### src/rtl/alu_pkg.sv
// Shared widths, command type and op encodings for the alu front end.
package alu_pkg;

  localparam int srcwidth = 8;
  localparam int dstwidth = 16;

  localparam logic [2:0] OP_MEAN = 3'b001;
  localparam logic [2:0] OP_MUL  = 3'b010;
  localparam logic [2:0] OP_DIV  = 3'b011;
  localparam logic [2:0] OP_ADD  = 3'b100;
  localparam logic [2:0] OP_SUB  = 3'b101;

  typedef struct packed {
    logic       vld;
    logic [2:0] op;
  } alu_cmd_t;

  typedef struct packed {
    logic                vld;
    logic [dstwidth-1:0] data;
  } uint_vld_t;

  function automatic logic is_legal_op(input logic [2:0] op);
    return op inside {OP_MEAN, OP_MUL, OP_DIV, OP_ADD, OP_SUB};
  endfunction

endpackage

### src/rtl/alu_issuer_if.sv
// Request and response handshake bundle of the alu issuer.
interface alu_issuer_if #(
  parameter int SRCW = alu_pkg::srcwidth,
  parameter int DSTW = alu_pkg::dstwidth,
  parameter int TAGW = 2
);

  logic            req_vld;
  logic            req_rdy;
  logic [2:0]      req_op;
  logic [SRCW-1:0] req_a;
  logic [SRCW-1:0] req_b;
  logic [TAGW-1:0] req_tag;

  logic            rsp_vld;
  logic            rsp_rdy;
  logic [DSTW-1:0] rsp_data;
  logic [TAGW-1:0] rsp_tag;
  logic            rsp_err;

  modport master (
    output req_vld, req_op, req_a, req_b, req_tag, rsp_rdy,
    input  req_rdy, rsp_vld, rsp_data, rsp_tag, rsp_err
  );

  modport slave (
    input  req_vld, req_op, req_a, req_b, req_tag, rsp_rdy,
    output req_rdy, rsp_vld, rsp_data, rsp_tag, rsp_err
  );

endinterface

### src/rtl/alu_fifo.sv
// Synchronous show-ahead FIFO; pointers carry one wrap bit to tell full from empty.
module alu_fifo #(
  parameter int W     = 8,
  parameter int DEPTH = 4
) (
  input  logic         clk,
  input  logic         rst,
  input  logic         push,
  input  logic [W-1:0] din,
  input  logic         pop,
  output logic [W-1:0] dout,
  output logic         full,
  output logic         empty
);

  localparam int AW = $clog2(DEPTH);

  logic [W-1:0] mem [DEPTH];
  logic [AW:0]  wr_ptr;
  logic [AW:0]  rd_ptr;
  logic         do_push;
  logic         do_pop;

  assign full    = (wr_ptr[AW] != rd_ptr[AW]) && (wr_ptr[AW-1:0] == rd_ptr[AW-1:0]);
  assign empty   = (wr_ptr == rd_ptr);
  assign do_push = push && !full;
  assign do_pop  = pop && !empty;
  // Head reads as zero when empty so stale storage never leaks after reset.
  assign dout    = empty ? '0 : mem[rd_ptr[AW-1:0]];

  always_ff @(posedge clk) begin
    if (rst) begin
      wr_ptr <= '0;
      rd_ptr <= '0;
    end else begin
      if (do_push) wr_ptr <= wr_ptr + (AW+1)'(1);
      if (do_pop)  rd_ptr <= rd_ptr + (AW+1)'(1);
    end
  end

  always_ff @(posedge clk) begin
    if (do_push) mem[wr_ptr[AW-1:0]] <= din;
  end

endmodule

### src/rtl/alu_issuer.sv
// Queues tagged requests, issues one alu beat per cycle under a credit limit,
// and returns results in order through a response FIFO.
module alu_issuer
  import alu_pkg::*;
#(
  parameter int SRCW      = srcwidth,
  parameter int DSTW      = dstwidth,
  parameter int TAGW      = 2,
  parameter int REQ_DEPTH = 4,
  parameter int RSP_DEPTH = 4,
  parameter int ALU_LAT   = 1
) (
  input  logic            clk,
  input  logic            reset_n,
  alu_issuer_if.slave     bus,
  output alu_cmd_t        alu_cmd,
  output logic [SRCW-1:0] operand_a,
  output logic [SRCW-1:0] operand_b,
  input  logic [DSTW-1:0] result
);

  localparam int REQW = 3 + 2*SRCW + TAGW;
  localparam int RSPW = DSTW + TAGW + 1;
  localparam int CW   = $clog2(RSP_DEPTH) + 1;

  typedef struct packed {
    logic            vld;
    logic            err;
    logic [TAGW-1:0] tag;
  } pipe_t;

  logic [REQW-1:0] req_din;
  logic [REQW-1:0] req_dout;
  logic            req_full;
  logic            req_empty;
  logic [2:0]      head_op;
  logic [SRCW-1:0] head_a;
  logic [SRCW-1:0] head_b;
  logic [TAGW-1:0] head_tag;
  logic            head_err;
  logic            issue;
  logic [CW-1:0]   cnt;
  pipe_t           pipe [ALU_LAT+1];
  logic            rsp_push;
  logic            rsp_pop;
  logic            rsp_full;
  logic            rsp_empty;
  logic [DSTW-1:0] rsp_result;
  logic [RSPW-1:0] rsp_din;
  logic [RSPW-1:0] rsp_dout;

  assign req_din     = {bus.req_op, bus.req_a, bus.req_b, bus.req_tag};
  assign bus.req_rdy = !req_full;

  alu_fifo #(.W(REQW), .DEPTH(REQ_DEPTH)) u_req_fifo (
    .clk   (clk),
    .rst   (reset_n),
    .push  (bus.req_vld),
    .din   (req_din),
    .pop   (issue),
    .dout  (req_dout),
    .full  (req_full),
    .empty (req_empty)
  );

  assign {head_op, head_a, head_b, head_tag} = req_dout;
  assign head_err = !is_legal_op(head_op) || (head_op == OP_DIV && head_b == '0);
  assign issue    = !req_empty && (cnt < CW'(RSP_DEPTH));

  // Error ops still take a credit and a pipe slot so responses stay in order.
  always_ff @(posedge clk) begin
    if (reset_n) begin
      alu_cmd   <= '0;
      operand_a <= '0;
      operand_b <= '0;
    end else if (issue && !head_err) begin
      alu_cmd   <= '{vld: 1'b1, op: head_op};
      operand_a <= head_a;
      operand_b <= head_b;
    end else begin
      alu_cmd   <= '0;
      operand_a <= '0;
      operand_b <= '0;
    end
  end

  always_ff @(posedge clk) begin
    if (reset_n) begin
      for (int i = 0; i <= ALU_LAT; i++) pipe[i] <= '0;
    end else begin
      pipe[0] <= '{vld: issue, err: head_err, tag: head_tag};
      for (int i = 1; i <= ALU_LAT; i++) pipe[i] <= pipe[i-1];
    end
  end

  assign rsp_push   = pipe[ALU_LAT].vld;
  assign rsp_result = pipe[ALU_LAT].err ? '0 : result;
  assign rsp_din    = {rsp_result, pipe[ALU_LAT].tag, pipe[ALU_LAT].err};
  assign rsp_pop    = bus.rsp_rdy && !rsp_empty;

  alu_fifo #(.W(RSPW), .DEPTH(RSP_DEPTH)) u_rsp_fifo (
    .clk   (clk),
    .rst   (reset_n),
    .push  (rsp_push),
    .din   (rsp_din),
    .pop   (bus.rsp_rdy),
    .dout  (rsp_dout),
    .full  (rsp_full),
    .empty (rsp_empty)
  );

  assign bus.rsp_vld = !rsp_empty;
  assign {bus.rsp_data, bus.rsp_tag, bus.rsp_err} = rsp_dout;

  always_ff @(posedge clk) begin
    if (reset_n) begin
      cnt <= '0;
    end else if (issue && !rsp_pop) begin
      cnt <= cnt + CW'(1);
    end else if (!issue && rsp_pop) begin
      cnt <= cnt - CW'(1);
    end
  end

  a_rsp_push_full: assert property (@(posedge clk) disable iff (reset_n) !(rsp_push && rsp_full))
    else $error("rsp push while full");

endmodule
### src/flat_wrapper.sv
// flat-port wrapper written by rule: the top's interface ports become plain ports
module alu_issuer_flat import alu_pkg::*;
#(
  parameter int SRCW      = srcwidth,
  parameter int DSTW      = dstwidth,
  parameter int TAGW      = 2,
  parameter int REQ_DEPTH = 4,
  parameter int RSP_DEPTH = 4,
  parameter int ALU_LAT   = 1
)
  (clk, reset_n, alu_cmd, operand_a, operand_b, result, bus_req_vld, bus_req_op, bus_req_a, bus_req_b, bus_req_tag, bus_rsp_rdy, bus_req_rdy, bus_rsp_vld, bus_rsp_data, bus_rsp_tag, bus_rsp_err);
  alu_issuer_if #(.SRCW(SRCW), .DSTW(DSTW), .TAGW(TAGW)) bus_i ();
  input  logic clk;
  input  logic reset_n;
  output alu_cmd_t alu_cmd;
  output logic [SRCW-1:0] operand_a;
  output logic [SRCW-1:0] operand_b;
  input  logic [DSTW-1:0] result;
  input wire logic [$bits(bus_i.req_vld)-1:0] bus_req_vld;
  input wire logic [$bits(bus_i.req_op)-1:0] bus_req_op;
  input wire logic [$bits(bus_i.req_a)-1:0] bus_req_a;
  input wire logic [$bits(bus_i.req_b)-1:0] bus_req_b;
  input wire logic [$bits(bus_i.req_tag)-1:0] bus_req_tag;
  input wire logic [$bits(bus_i.rsp_rdy)-1:0] bus_rsp_rdy;
  output wire logic [$bits(bus_i.req_rdy)-1:0] bus_req_rdy;
  output wire logic [$bits(bus_i.rsp_vld)-1:0] bus_rsp_vld;
  output wire logic [$bits(bus_i.rsp_data)-1:0] bus_rsp_data;
  output wire logic [$bits(bus_i.rsp_tag)-1:0] bus_rsp_tag;
  output wire logic [$bits(bus_i.rsp_err)-1:0] bus_rsp_err;
  assign bus_i.req_vld = bus_req_vld;
  assign bus_i.req_op = bus_req_op;
  assign bus_i.req_a = bus_req_a;
  assign bus_i.req_b = bus_req_b;
  assign bus_i.req_tag = bus_req_tag;
  assign bus_i.rsp_rdy = bus_rsp_rdy;
  assign bus_req_rdy = bus_i.req_rdy;
  assign bus_rsp_vld = bus_i.rsp_vld;
  assign bus_rsp_data = bus_i.rsp_data;
  assign bus_rsp_tag = bus_i.rsp_tag;
  assign bus_rsp_err = bus_i.rsp_err;
  alu_issuer #(.SRCW(SRCW), .DSTW(DSTW), .TAGW(TAGW), .REQ_DEPTH(REQ_DEPTH), .RSP_DEPTH(RSP_DEPTH), .ALU_LAT(ALU_LAT)) u_core (.clk(clk), .reset_n(reset_n), .bus(bus_i), .alu_cmd(alu_cmd), .operand_a(operand_a), .operand_b(operand_b), .result(result));
endmodule
### config.mk
export PLATFORM = sky130hd
export DESIGN_NAME = alu_issuer_flat
export DESIGN_NICKNAME = d
export VERILOG_FILES = /design/src/rtl/alu_pkg.sv /design/src/rtl/alu_issuer_if.sv /design/src/rtl/alu_fifo.sv /design/src/rtl/alu_issuer.sv /design/src/flat_wrapper.sv
export SDC_FILE = /design/constraint.sdc
export NUM_CORES = 1
export LEC_CHECK = 0
export CORE_UTILIZATION = 53
export CTS_BUF_LIST = sky130_fd_sc_hd__clkbuf_4 sky130_fd_sc_hd__clkbuf_8
export DETAILED_ROUTE_END_ITERATION = 8
export GPL_TIMING_DRIVEN = 0
export PLACE_DENSITY = 0.75
export SYNTH_ARGS = -nofsm -noshare
export SYNTH_HDL_FRONTEND = slang
export SYNTH_HIERARCHICAL = 1
export SYNTH_SLANG_ARGS = --single-unit
### constraint.sdc
create_clock -name clk -period 3.8 [get_ports clk]
set_input_delay 0.38 -clock clk [delete_from_list [all_inputs] [get_ports clk]]
set_output_delay 0.38 -clock clk [all_outputs]
set_load 0.005 [all_outputs]
# --- Word-level counts from Yosys, hierarchy flattened ---
# Memory sizes are Yosys's and may differ from the RTL's. A register that Yosys moved wholly into a read port is not among the register bits.
# Cells that the tools add are included.
classes:
  add_sub_neg: 6
  magnitude_cmp: 1
  eq_ne: 11
  n_mux: 19
  n_bitwise: 3
  reduce_logical: 25
op_table:
  columns: ["cell", "count"]
  rows:
  - ["two-way mux 21 bit", 1]
  - ["two-way mux 19 bit", 1]
  - ["two-way mux 16 bit", 1]
  - ["adder 3 x 1 -> 3 bit (second input constant)", 5]
  - ["two-way mux 4 bit", 3]
  - ["logical AND 1 bit", 11]
  - ["zero test 1 bit", 8]
  - ["zero test 8 bit", 1]
  - ["two-way mux 2 bit", 4]
  - ["two-way mux 1 bit", 7]
  - ["equality test 3 x 2 -> 1 bit (second input constant)", 2]
  - ["equality test 3 bit", 2]
  - ["equality test 3 bit (second input constant)", 2]
  - ["two-way mux 3 bit", 2]
  - ["nonzero test 5 bit", 1]
  - ["equality test 2 bit", 2]
  - ["equality test 3 x 1 -> 1 bit (second input constant)", 1]
  - ["< comparator 3 bit (second input constant)", 1]
  - ["OR reduction 3 bit", 1]
  - ["subtractor 3 x 1 -> 3 bit (second input constant)", 1]
  - ["!= test 1 bit", 2]
  - ["OR 1 bit", 2]
  - ["nonzero test 2 bit", 1]
  - ["OR reduction 2 bit", 1]
  - ["other kinds (2)", 2]
word_totals:
  register_bits: 35
  ramBits: 168
  inputBits: 41
  out_inout_bits: 41
  wordCells: 77
  n_memories: 3
mem_list:
  columns: ["memory", "words", "width", "rd", "rd_clocked_by_memory_dff", "wr", "line_no", "text"]
  rows:
  - ["u_core.u_req_fifo.mem", 4, 21, 1, 1, 1, "alu_fifo.sv:18", "logic [W-1:0] mem [DEPTH];"]
  - ["u_core.u_rsp_fifo.mem", 4, 19, 1, 1, 1, "alu_fifo.sv:18", null]
  - ["u_core.pipe", 2, 4, 2, 0, 2, "alu_issuer.sv:43", "pipe_t pipe [ALU_LAT+1];"]

# --- Depth between registers and ports, before layout ---
# Gate-level depths: netlist of run 1.
logic_depth:
  ltp_word: 10
  depth_mapped: 12
  depth_no_buf: 10

# --- Cells and area by module ---
# The synthesis of run 1 kept the hierarchy.
modules_own_cells:
  columns: ["module", "n_inst", "cells_per_inst", "area_each_um2", "seq_area_each_um2"]
  rows:
  - ["alu_fifo (u_core.u_req_fifo)", 1, 201, 3742.3, 2682.6]
  - ["alu_fifo (u_core.u_rsp_fifo)", 1, 189, 3439.5, 2442.3]
  - ["alu_issuer", 1, 105, 1134.8, 620.6]

# --- Worst setup path before layout of run 1 ---
# OpenSTA, ideal clock, no wires.
synth_timing:
  path_type: "flip-flop to flip-flop"
  start: "register u_core.u_req_fifo.wr_ptr[0]"
  end: "register u_core.cnt[2]"
  setup_ns: 0.071
  t_arrival_ns: 2.570
  t_required_ns: 3.729
  path_slack_ns: 1.159
  stages_incl_launch_ff: 11
  n_path_buf: 1
  synth_period_minus_slack_ns: 2.641
  cell_sequence: "dfxtp_1 xor2_1 nor3_2 buf_6 nor2_1 ha_1 inv_1 fa_1 xor2_1 or3_1 a21oi_1"
synth_via:
  elab_chain_cells: 6
  elab_cells_between_ends: 8
  classes_between: "eq/ne: 1; mux: 1; reduce/logical: 6"
synth_rtl:
  columns: ["element", "line_no", "text"]
  rows:
  - ["start, declared", "alu_fifo.sv:19", "logic [AW:0] wr_ptr;"]
  - ["start signal, assigned", "alu_fifo.sv:36", "if (do_push) wr_ptr <= wr_ptr + (AW+1)'(1);"]
  - ["equality test 3 bit *", "alu_fifo.sv:25", "assign empty = (wr_ptr == rd_ptr);"]
  - ["via u_core.req_empty", "alu_issuer.sv:35", "logic req_empty;"]
  - ["zero test 1 bit *", "alu_issuer.sv:68", "assign issue = !req_empty && (cnt < CW'(RSP_DEPTH));"]
  - ["logical AND 1 bit *", "alu_issuer.sv:68", null]
  - ["via u_core.issue", "alu_issuer.sv:41", "logic issue;"]
  - ["zero test 1 bit", "alu_issuer.sv:120", "end else if (!issue && rsp_pop) begin"]
  - ["logical AND 1 bit", "alu_issuer.sv:120", null]
  - ["nonzero test 2 bit (no source line)", null, null]
  - ["end signal, assigned", "alu_issuer.sv:119", "cnt <= cnt + CW'(1);"]
  - ["end signal, assigned", "alu_issuer.sv:121", "cnt <= cnt - CW'(1);"]
  - ["end, declared", "alu_issuer.sv:42", "logic [CW-1:0] cnt;"]
# Mark *: on every way through the listed nets, which the timed path passes. The rest lies on a longest branch.
# A chain may end at the register's enable or synchronous reset.

# --- Final worst setup path of run 1 ---
# Ends and elaborated chain as after synthesis.

==> flow_metrics.tcl, run 1 <==
set metrics [dict create \
    wl_um 15100 \
    finalMaxSlewViolations 0 \
    ys_seq_area_share_pct 69.1 \
    drc_errors 0 \
    ir_drop_v 0.000399 \
    min_path_cells 1 \
    clkTransAtPathRegs_ns 0.06 \
    grt.overflow.total 0 \
    cts_tree "done" \
    worstSetupPathType "reg2reg" \
    finalCritPeriodShare_pct 83.3 \
    worstSetupStartpoint "u_core/u_req_fifo/wr_ptr[0]" \
    num-fill-cells 1038 \
    dp_hpwl_um 9810 \
    io_pins 82 \
    cts-root-buf "clkbuf_8" \
    syn_inst 495 \
    cts.path.max_buffers 3 \
    grt_first_pass_wirelength_um 24700 \
    nets 668 \
    cts_setup_buffers 0 \
    grt_max_degree 22 \
    finalSetupViolations 0 \
    drt_iter0_drc 305 \
    crit_path_start_kind "flip-flop" \
    vias_per_cell 5.42 \
    multi_input_area_sq_um 2390 \
    final-hold-violation-count 0 \
    whs_ns 0.425 \
    drive_gt1_share_pct 19.2 \
    ant_nets 0 \
    ys_types 38 \
    crit_required_ns 4.23 \
    io_buffers 81 \
    antenna_found_initial 0 \
    maxClockFrequency_ghz 0.316 \
    antennaDiodeCount 0 \
    cts.repair.resized 0 \
    drt_first_pass_iters 4 \
    tightest_slew_ns 1.15 \
    ys_warn_count 6 \
    syn_area_per_cell_sq_um 16.8 \
    status "finished clean" \
    leakagePower_nw 3.45 \
    gp_congestion 0.833 \
    finalPower_w 0.00710 \
    arrival_ns 3.59 \
    cts_buffers 35 \
    setup_tns_ns 0 \
    htree_levels 2 \
    die_h_um 127 \
    r2r_start "u_core/u_req_fifo/wr_ptr[0]" \
    chipWidth_um 127 \
    syn_to_final_growth_pct 22.6 \
    insertion_delay_ns 0.51 \
    start_util_pct 54.5 \
    clock_sinks 207 \
    rows 45 \
    hold_class "reg2reg" \
    num_vias 4611 \
    p_per_area_nw_per_um2 697 \
    end_kind "flip-flop" \
    routedWlPerCell_um 17.8 \
    synth_seq_cells 207 \
    syn-num-nets 548 \
    skew_ns 0.0201 \
    min_period_ns 3.17 \
    holdBufCountCts 0 \
    min_from "u_core/pipe[0][1]" \
    final-seq-area_sq_um 5750 \
    maxCapViolCount 0 \
    rsz0062_at_grt "false" \
    coreArea_sq_um 15300 \
    reg2regPathDepth 10 \
    syn_area_sq_um 8320 \
    grt_pass1_vias 4912 \
    crit_fanout 11 \
    die-area_sq_um 16200 \
    grt_use_total_pct 19.9 \
    slew_headroom_pct 23.6 \
]
-- kinds of logic after synthesis --
group	Yosys count	synth area share, %
xor gates and xnor gates	14	1.47
and+or+nand+nor	153	11.6
adders and majority gates	12	1.90
DFF	207	69.1
AOI/OAI and AO/OA	35	2.74
muxes	41	11.0
buffers and inverters	33	2.29
-- cells in the mapped netlist --
master | number | share of area (%)
buf_2 | 7 | 0.42
o211ai_1 | 4 | 0.36
ha_1 | 11 | 1.7
mux2i_1 | 1 | 0.12
nor4_4 | 1 | 0.26
a21oi_1 | 6 | 0.36
or3_1 | 1 | 0.075
buf_6 | 7 | 0.95
xor2_1 | 8 | 0.84
a41oi_1 | 4 | 0.42
o21ai_0 | 9 | 0.54
dfxtp_1 | 47 | 11
nand4_1 | 9 | 0.68
nand3_1 | 13 | 0.78
nand2_1 | 10 | 0.45
fa_1 | 1 | 0.24
a31oi_1 | 7 | 0.53
nor3_1 | 4 | 0.24
edfxtp_1 | 160 | 58
buf_4 | 1 | 0.090
clkbuf_2 | 1 | 0.060
a21oi_2 | 1 | 0.11
nor3b_1 | 17 | 1.5
and2_1 | 6 | 0.45
xnor2_1 | 6 | 0.63
nor2_1 | 8 | 0.36
clkbuf_1 | 6 | 0.27
and4_1 | 1 | 0.11
and3_1 | 11 | 0.83
or4_1 | 2 | 0.18
nor2b_1 | 66 | 5.0
and3b_1 | 1 | 0.11
a211o_1 | 4 | 0.42
nor3_4 | 1 | 0.20
nor3_2 | 1 | 0.12
mux4_2 | 40 | 11
nand3b_4 | 1 | 0.24
inv_1 | 11 | 0.50
-- final cells by class --
cell class                 count  area share, %
sequential                   207           56.4
clock inverter                 9           1.15
clock buffer                  53           6.24
multi-input combinational    255           23.4
buffer                        22           1.46
inverter                      11          0.405
timing repair buffer          83           8.37
tap                          211           2.59
-- registers in the layout (all words and copies together) (netlist names), 4 cells and up, named ones only --
register	flops
u_core/alu_cmd	4
u_core/operand_a	8
u_core/operand_b	8
u_core/pipe	8
u_core/u_req_fifo/mem	84
u_core/u_rsp_fifo/mem	76
-- per-layer routing --
metal / routed length (um) / share of wire, % / global-route usage (%)
met4: 335 / 2.2 / 8.19
met2: 7710 / 51 / 34.3
met1: 6380 / 42 / 24.3
met3: 706 / 4.7 / 4.61
met5: 0 / 0 / 0
-- where the power goes --
group,internal [W],switching (W)
clock,0.00127,0.000823
sequential,0.00279,0.000130
combinational,0.00102,0.00107
-- metrics by stage --
step / cells / instance area (sq um) / setup WS, ns / utilization (%)
6_report: 851 / 10200 / 0.633 / 66.8
5_1_grt: 851 / 10200 / 0.341 / 66.8
4_1_cts: 851 / 10200 / 0.609 / 66.8
3_5_place_dp: 789 / 9440 / 0.646 / 61.9
3_3_place_gp: 787 / 9390 / 0.592 / 61.5
2_1_floorplan: 495 / 8320 / 1.16 / -
-- cell usage in the layout (no fill, tap or decap), drive strengths merged, types with 5 or more instances in the layout --
master         instances
o21ai                  9
and2                   6
edfxtp               160
and3                  11
nor3b                 17
clkinv                 5
nand3                 13
xnor2                  6
clkdlybuf4s50         81
a31oi                  7
clkbuf                60
nor2b                 66
inv                   11
ha                    11
buf                   17
nor2                   8
xor2                   8
nand4                  9
nand2                 10
dfxtp                 47
nor3                   6
a21oi                  7
mux4                  40
-- critical path, stage by stage, from the launching register on --
cell,delay (ns)
dfxtp_1,0.51
xor2_1,0.51
nor3_2,0.17
buf_6,0.19
nor2_1,0.39
ha_1,0.27
inv_1,0.06
fa_1,0.38
xor2_1,0.16
or3_1,0.31
a21oi_1,0.15
-- worst paths after layout --
check | to | slack (ns)
max | u_core/cnt[2] | 0.63
min | u_core/pipe[0][5] | 0.42
max reg2reg | u_core/cnt[2] | 0.63
min reg2reg | u_core/pipe[0][5] | 0.42
(Power assumes the default switching activity.)
==> run 2, diff against run 1 <==
==> constraint.sdc (replaced) <==
create_clock -name clk -period 3.08 [get_ports clk]
set_input_delay 0.308 -clock clk [delete_from_list [all_inputs] [get_ports clk]]
set_output_delay 0.308 -clock clk [all_outputs]
set_load 0.005 [all_outputs]
==> run 2 against run 1 <==
Via count rose by 0.26%. Combinational power rose by 24%. First-iteration DRC count did not move. Cell count did not move. Critical path depth fell by 5. Non-clock buffer count did not move. Clock power rose by 23%. Largest cell class unchanged. Largest power group unchanged.
==> flow_metrics.tcl, run 2 (same netlist as run 1, synthesis figures left out) <==
set metrics [dict create \
    status "finished clean" \
    io_buffers 81 \
    largest_register_ffs 84 \
    cts_buffers 35 \
    final_util_pct 66.9 \
    mostFrequentLayoutCell "edfxtp_1" \
    crit_fanout 10 \
    die-area_sq_um 16200 \
    final-hold-violation-count 0 \
    crit_path_start_kind "flip-flop" \
    antennaDiodeCount 0 \
    ir_drop_v 0.000494 \
    holdBufCountCts 0 \
    start_util_pct 54.5 \
    cts_tree "done" \
    grt_pass1_vias 4915 \
    slew_headroom_pct 24.2 \
    dp_hpwl_um 9810 \
    min_period_ns 2.83 \
    vias_per_cell 5.43 \
    finalCritPeriodShare_pct 91.8 \
    grt_first_pass_wirelength_um 24700 \
    num-fill-cells 1036 \
    dpl-instance-area_sq_um 9440 \
    finalPower_w 0.00878 \
    ant_nets 0 \
    design_area_sq_um 10200 \
    grt.overflow.total 0 \
    worstSetupPathType "reg2out" \
    wl_um 15200 \
    p_per_area_nw_per_um2 860 \
    coreArea_sq_um 15300 \
    nets 668 \
    chipWidth_um 127 \
    leakagePower_nw 3.45 \
    drive_gt1_share_pct 19.8 \
    clock_sinks 207 \
    skew_ns 0.0207 \
    insertion_delay_ns 0.51 \
    cts.path.max_buffers 3 \
    crit_required_ns 2.77 \
    num_vias 4623 \
    clkTransAtPathRegs_ns 0.06 \
    htree_levels 2 \
    maxClockFrequency_ghz 0.354 \
    dp_slack_ns -0.0741 \
    setup_tns_ns 0 \
    drc_errors 0 \
    hold_class "reg2reg" \
    grt_use_total_pct 19.9 \
    rows 45 \
    routedWlPerCell_um 17.8 \
    most-common-layout-cells "edfxtp_1, clkdlybuf4s50_1, nor2b_1" \
    finalMaxSlewViolations 0 \
    setup_slack_ns 0.252 \
    gp_congestion 0.833 \
    io_pins 82 \
    end_kind "primary output" \
    syn_to_final_growth_pct 22.8 \
    arrival_ns 2.52 \
    cts_setup_buffers 0 \
    die_h_um 127 \
    cts-root-buf "clkbuf_8" \
    drt_iter0_drc 305 \
    maxCapViolCount 0 \
    grt_max_degree 22 \
    rsz0062_at_grt "false" \
    tightest_slew_ns 1.14 \
    drt_first_pass_iters 4 \
    finalSetupViolations 0 \
    antenna_found_initial 0 \
]
run 2: cell counts in the layout (fill, tap and decap cells not counted):
No cell type changed its count.
run 2: worst max-delay path, cell delays in order (launching register included):
cell,delay (ns)
dfxtp_1,0.49
xor2_1,0.50
nor3_2,0.13
buf_2,0.22
nor2b_1,0.16
clkdlybuf4s50_1,0.52
run 2: power by group:
part / switching (W) / internal (W) / total, W / leakage [nW]
Clock: 0.00102 / 0.00157 / 0.00258 / 0.395
Sequential: 0.000163 / 0.00345 / 0.00361 / 1.85
Combinational: 0.00133 / 0.00126 / 0.00259 / 1.21
Total: 0.00251 / 0.00628 / 0.00878 / 3.45
run 2: worst paths after layout:
path | start | endpoint | slack [ns] | cells after the start
worst min register to register | u_core/pipe[0][1] | u_core/pipe[0][5] | 0.43 | 1
worst max register to register | u_core/u_req_fifo/rd_ptr[1] | u_core/cnt[2] | 0.26 | 11
worst min-delay path | u_core/pipe[0][1] | u_core/pipe[0][5] | 0.43 | 1
worst max-delay path | u_core/u_rsp_fifo/wr_ptr[0] | bus_rsp_tag[0] | 0.25 | 5
run 2: through the flow:
step                      std cells  hold slack (ns)
after global routing            851            0.433
after floorplan                 495            0.407
final                           851            0.426
after CTS                       851            0.412
after detailed placement        789            0.420
after global placement          787            0.439
run 2: layout make-up:
| class | instances | area, sq um | area share, % |
|---|---|---|---|
| flip-flops and latches | 207 | 5750 | 56.2 |
| multi-input cells | 255 | 2410 | 23.6 |
| repair buffers | 83 | 853 | 8.35 |
| clock buffers | 53 | 636 | 6.22 |
| well taps | 211 | 264 | 2.58 |
| plain buffers | 22 | 149 | 1.46 |
| clock inverters | 9 | 118 | 1.15 |
| inverters | 11 | 41.3 | 0.404 |
run 2: timing repair:
item,CTS,global route
gates resized for setup,1,3
setup endpoints to repair,1,1
pin swaps,0,0
run 2: metal layers:
| metal | track usage (%) | part of all wire [%] |
|---|---|---|
| met3 | 4.61 | 4.7 |
| met2 | 34.3 | 51 |
| met5 | 0 | 0 |
| met4 | 8.19 | 2.2 |
| met1 | 24.3 | 42 |
==> run 3, diff against run 2 <==
--- a/config.mk
+++ b/config.mk
@@ -12,5 +12,4 @@
 export PLACE_DENSITY = 0.75
 export SYNTH_ARGS = -nofsm -noshare
 export SYNTH_HDL_FRONTEND = slang
-export SYNTH_HIERARCHICAL = 1
 export SYNTH_SLANG_ARGS = --single-unit
==> run 3 against run 2 <==
Flip-flop and latch count stayed put. Combinational power is 34% lower. Via count down 13%. Clock power fell by 2%. Global-route usage down 1.4 points. Critical endpoint is now bus_rsp_data[12].
==> flow_metrics.tcl, run 3 <==
set metrics [dict create \
    dp_hpwl_um 8810 \
    io_pins 82 \
    finalCritPeriodShare_pct 93.5 \
    drt_first_pass_iters 4 \
    grt_pass1_vias 4194 \
    crit_fanout 10 \
    setup_slack_ns 0.199 \
    yosysMostFrequentCell "edfxtp_1" \
    async_flop_share_pct 0 \
    chipWidth_um 123 \
    tightest_slew_ns 1.22 \
    end_kind "primary output" \
    htree_levels 1 \
    synth_top_area_share_pct 61.5 \
    status "finished clean" \
    syn_area_per_cell_sq_um 18.7 \
    cts_setup_buffers 0 \
    leakagePower_nw 3.31 \
    min_period_ns 2.88 \
    clock_sinks 207 \
    arrival_ns 2.57 \
    final_util_pct 66.2 \
    dp_slack_ns 0.417 \
    rows 44 \
    highest_layer "met4" \
    ant_nets 0 \
    maxClockFrequency_ghz 0.347 \
    antennaDiodeCount 0 \
    worstSetupPathType "reg2out" \
    r2r_start "u_core.u_rsp_fifo.wr_ptr[0]" \
    start_util_pct 54.0 \
    ys_types 37 \
    num-fill-cells 976 \
    slew_headroom_pct 18.4 \
    crit_end "bus_rsp_data[12]" \
    most-common-layout-cells "edfxtp_1, clkdlybuf4s50_1, dfxtp_1" \
    mostFrequentLayoutCell "edfxtp_1" \
    gp_congestion 0.761 \
    finalSetupViolations 0 \
    ys_warn_count 0 \
    syn_area_sq_um 7810 \
    crit_required_ns 2.77 \
    skew_ns 0.0117 \
    maxCapViolCount 0 \
    grt_first_pass_wirelength_um 21100 \
    cts-root-buf "clkbuf_8" \
    wirelength_met1_um 5520 \
    rsz0062_at_grt "false" \
    nets 583 \
    drt_iter0_drc 304 \
    syn_inst 417 \
    cts.path.max_buffers 3 \
    crit_path_start_kind "flip-flop" \
    dr_wl_met3_um 744 \
    r2r_slack_ns 0.46 \
    routedWlPerCell_um 18.7 \
    wl_met2_um 7240 \
    design_area_sq_um 9580 \
    cts.repair.resized 2 \
    p_per_area_nw_per_um2 804 \
    synth_seq_cells 207 \
    dpl-instance-area_sq_um 8850 \
    syn_to_final_growth_pct 22.6 \
    cts_buffers 31 \
    largest_register_ffs 84 \
    io_buffers 81 \
    vias_per_cell 5.44 \
    reg2reg_to "u_core.cnt[2]" \
    num_vias 4014 \
    ys_top_cells_by_area "edfxtp_1, dfxtp_1, mux4_2" \
    synth_area_leader_cell "edfxtp_1" \
    coreArea_sq_um 14500 \
    synth.top_cells.by_count "edfxtp_1, dfxtp_1, nor2b_1, mux4_2, and2_1" \
    grt.overflow.total 0 \
    finalMaxSlewViolations 0 \
    ir_drop_v 0.000563 \
    insertion_delay_ns 0.53 \
    drc_errors 0 \
    die-area_sq_um 15200 \
    antenna_found_initial 0 \
    cts_tree "done" \
    syn-num-nets 470 \
    hold_class "in2reg" \
    holdBufCountCts 0 \
    wl_um 13800 \
    synthFlopType "edfxtp_1" \
    clkTransAtPathRegs_ns 0.06 \
    grt_max_degree 22 \
    ys_seq_area_share_pct 73.5 \
    drive_gt1_share_pct 17.7 \
    final-hold-violation-count 0 \
    grt_use_total_pct 18.5 \
    synth_edf_count 160 \
    reg2regPathDepth 8 \
    setup_tns_ns 0 \
    die_h_um 123 \
]
==> run 3: area by class of cell <==
cell class	instances	area, sq um	area share, %
sequential	207	5750	60.0
multi-input combinational	186	1960	20.5
timing repair buffer	81	811	8.46
clock buffer	42	528	5.51
tap	184	230	2.40
clock inverter	15	198	2.06
buffer	15	73.8	0.771
inverter	8	30.0	0.313
==> run 3: cells by family after synthesis <==
group | after synthesis | share of synthesized area [%]
adder cells (fa/ha/maj) | 12 | 2.02
XOR/XNOR | 17 | 1.91
AND/OR/NAND/NOR | 96 | 7.29
multiplexers | 45 | 12.5
flip-flops | 207 | 73.5
buffers and inverters | 24 | 1.33
AO/OA/AOI/OAI | 16 | 1.46
==> run 3: worst min-delay path by stage <==
stage / startpoint / cells past startpoint / end
floorplan: reset_n / 1 / u_core.pipe[0][4]
global placement: u_core.pipe[0][2] / 1 / u_core.pipe[0][6]
detailed placement: u_core.pipe[0][3] / 1 / u_core.pipe[0][7]
CTS: bus_req_a[4] / 1 / u_core.u_req_fifo.mem[0][14]
global route: bus_req_b[5] / 1 / u_core.u_req_fifo.mem[0][7]
finish: bus_req_a[4] / 1 / u_core.u_req_fifo.mem[3][14]
==> run 3: per-stage QoR <==
step                      hold slack (ns)  std cells  total power [W]
after floorplan                     0.380        417          0.00454
after global placement              0.423        682          0.00519
after detailed placement            0.420        682          0.00525
after CTS                           0.386        739          0.00777
after global routing                0.391        738          0.00804
final                               0.409        738          0.00770
==> run 3: per-layer routing <==
metal / vias up / track usage (%)
li1: 1835 / -
met2: 135 / 32.5
met3: 31 / 3.97
met5: - / 0
met1: 2013 / 22.7
met4: 0 / 6.33
==> run 3: power by group <==
part	switching [W]	leakage [nW]	internal, W
logic	0.000792	1.08	0.000926
registers	0.000124	1.85	0.00333
clock network	0.000996	0.386	0.00154
total	0.00191	3.31	0.00579
==> run 3: worst max-delay path: stages (launching register included) <==
cell and delay [ns]:
dfxtp_1 0.30, buf_2 0.30, buf_4 0.31, mux4_2 0.51, nor2b_1 0.15, clkdlybuf4s50_1 0.47
==> RTL change: new RTL, flow settings as in run 2 <==
`ALU_LAT` is set to 1 in 2 places; all go to 2.
--- a/src/rtl/alu_issuer.sv
+++ b/src/rtl/alu_issuer.sv
@@ -8,7 +8,7 @@
   parameter int TAGW      = 2,
   parameter int REQ_DEPTH = 4,
   parameter int RSP_DEPTH = 4,
-  parameter int ALU_LAT   = 1
+  parameter int ALU_LAT   = 2
 ) (
   input  logic            clk,
   input  logic            reset_n,
--- a/src/flat_wrapper.sv
+++ b/src/flat_wrapper.sv
@@ -6,7 +6,7 @@
   parameter int TAGW      = 2,
   parameter int REQ_DEPTH = 4,
   parameter int RSP_DEPTH = 4,
-  parameter int ALU_LAT   = 1
+  parameter int ALU_LAT   = 2
 )
   (clk, reset_n, alu_cmd, operand_a, operand_b, result, bus_req_vld, bus_req_op, bus_req_a, bus_req_b, bus_req_tag, bus_rsp_rdy, bus_req_rdy, bus_rsp_vld, bus_rsp_data, bus_rsp_tag, bus_rsp_err);
   alu_issuer_if #(.SRCW(SRCW), .DSTW(DSTW), .TAGW(TAGW)) bus_i ();
Formal check against the unedited RTL: not equivalent (Yosys sat finds a counterexample within 10 cycles, from zero or initial values and one cycle with reset_n high).
==> RTL change against run 2 <==
Cell count up 0.71%; combinational power down 2%; sequential cell count rose by 4; die area up 1.3%; area after synthesis increased by 1.4%; largest power group unchanged; power down 3.7%; count of clock-buffer cells in the layout is 2 lower; critical endpoint is now u_core/cnt[2]$_SDFFE_PP0P_; via count increased by 1.1%; cell area rose by 0.42%; setup slack lost 60 ps; routed wire length grew 0.16%.
==> RTL change: results (changes against run 2) <==
metric;value;unit;change
outcome;complete, no violations;;unchanged
VDD IR max;0.520;mV;was 0.494 mV
first-pass GRT wire length;24.6;mm;was 24.7 mm
Avg Cell Area, Syn;16.8;µm²;about the same
Leakage;0.00345;µW;about the same
nets@finish;675;;was 668
worst hold slack;430;ps;was 426 ps
via/cell ratio;5.45;;was 5.43
GP Congestion;0.795;;was 0.833
register bit count reported by yosys;211;;was 207
M3 GR Usage;4.51;%;was 4.61%
DRT iter0 DRCs;288;;was 305
vias in the first global route;4875;;was 4915
Final Skew;21.6;ps;was 20.7 ps
Fill cells;1060;;was 1036
Post-Route WL;15.2;mm;about the same
post-place setup slack;-91.9;ps;was -74.1 ps
fraction of area in registers;56.8;%;was 56.2%
reg2reg path depth;10;;was 11
share of post-route cells with drive strength above 1;21.4;%;was 19.8%
TritonRoute pass-1 iters;5;;was 4
Clk Latency, worst-skew pair;500;ps;
Post-Layout Cell Count;857;;was 851
met2 Use GR;34.4;%;was 34.3%
Signal buf overhead;9.67;%;was 9.81%
multi-input logic area;2440;µm²;was 2410 µm²
#MultiIn Comb;259;;was 255
Synth top cells by count;160 x edfxtp_1, 70 x nor2b_1, 51 x dfxtp_1;;was 160 x edfxtp_1, 66 x nor2b_1, 47 x dfxtp_1
Clock-cell share;6.73;%;was 7.37%
DP Wirelength;9.63;mm;was 9.81 mm
Num CTS Buffers;34;;was 35
Worst Path Arrival;3310;ps;was 2520 ps
# clk buffers;51;;was 53
GR Layer Usage met1;24.3;%;about the same
wl on met1;6.23;mm;was 6.40 mm
Syn-to-layout area delta;21.7;%;was 22.8%
worst-path fanout max;11;;was 10
met3 WL;830;µm;was 716 µm
Worst Min Path Start;u_core/pipe[0][3]$_SDFF_PP0_;;was u_core/pipe[0][1]$_SDFF_PP0_
Placed Instances;797;;was 789
worst setup margin;192;ps;was 252 ps
met2 WL post-DR;7.88;mm;was 7.72 mm
Hold EP;u_core/pipe[0][7]$_SDFF_PP0_;;was u_core/pipe[0][5]$_SDFF_PP0_
==> RTL change: cell count changes in the layout (fill, tap and decap cells not counted), sizes merged <==
cell    before  now
dfxtp       47   51
nor2b       66   70
clkinv       5    8
bufinv       3    0
clkbuf      60   58
==> RTL change: cells by family after synthesis <==
family          share of synthesized area, %
compound gates                          2.70
xor+xnor                                1.45
fa+ha+maj                               1.87
buf+inv                                 2.29
flops                                   69.1
mux                                     10.8
simple gates                            11.8
==> RTL change: report_power, final <==
| part | switching (µW) | internal, µW |
|---|---|---|
| clock | 1000 | 1340 |
| sequential | 145 | 3450 |
| combinational | 1280 | 1250 |
==> RTL change: repair_timing <==
item / in CTS / in global routing
resized for setup: 3 / 2
buffers inserted: 0 / 0
endpoints found under the setup margin: 1 / 1
gates cloned: 0 / 0
==> RTL change: critical path: stages, from the launching register on <==
cell     delay (ps)
dfxtp_1         540
xor2_2          350
nor3_2          150
buf_6           180
nor2_2          290
ha_1            260
inv_1            60
fa_1            380
xor2_1          160
or3_1           310
a21oi_1         150
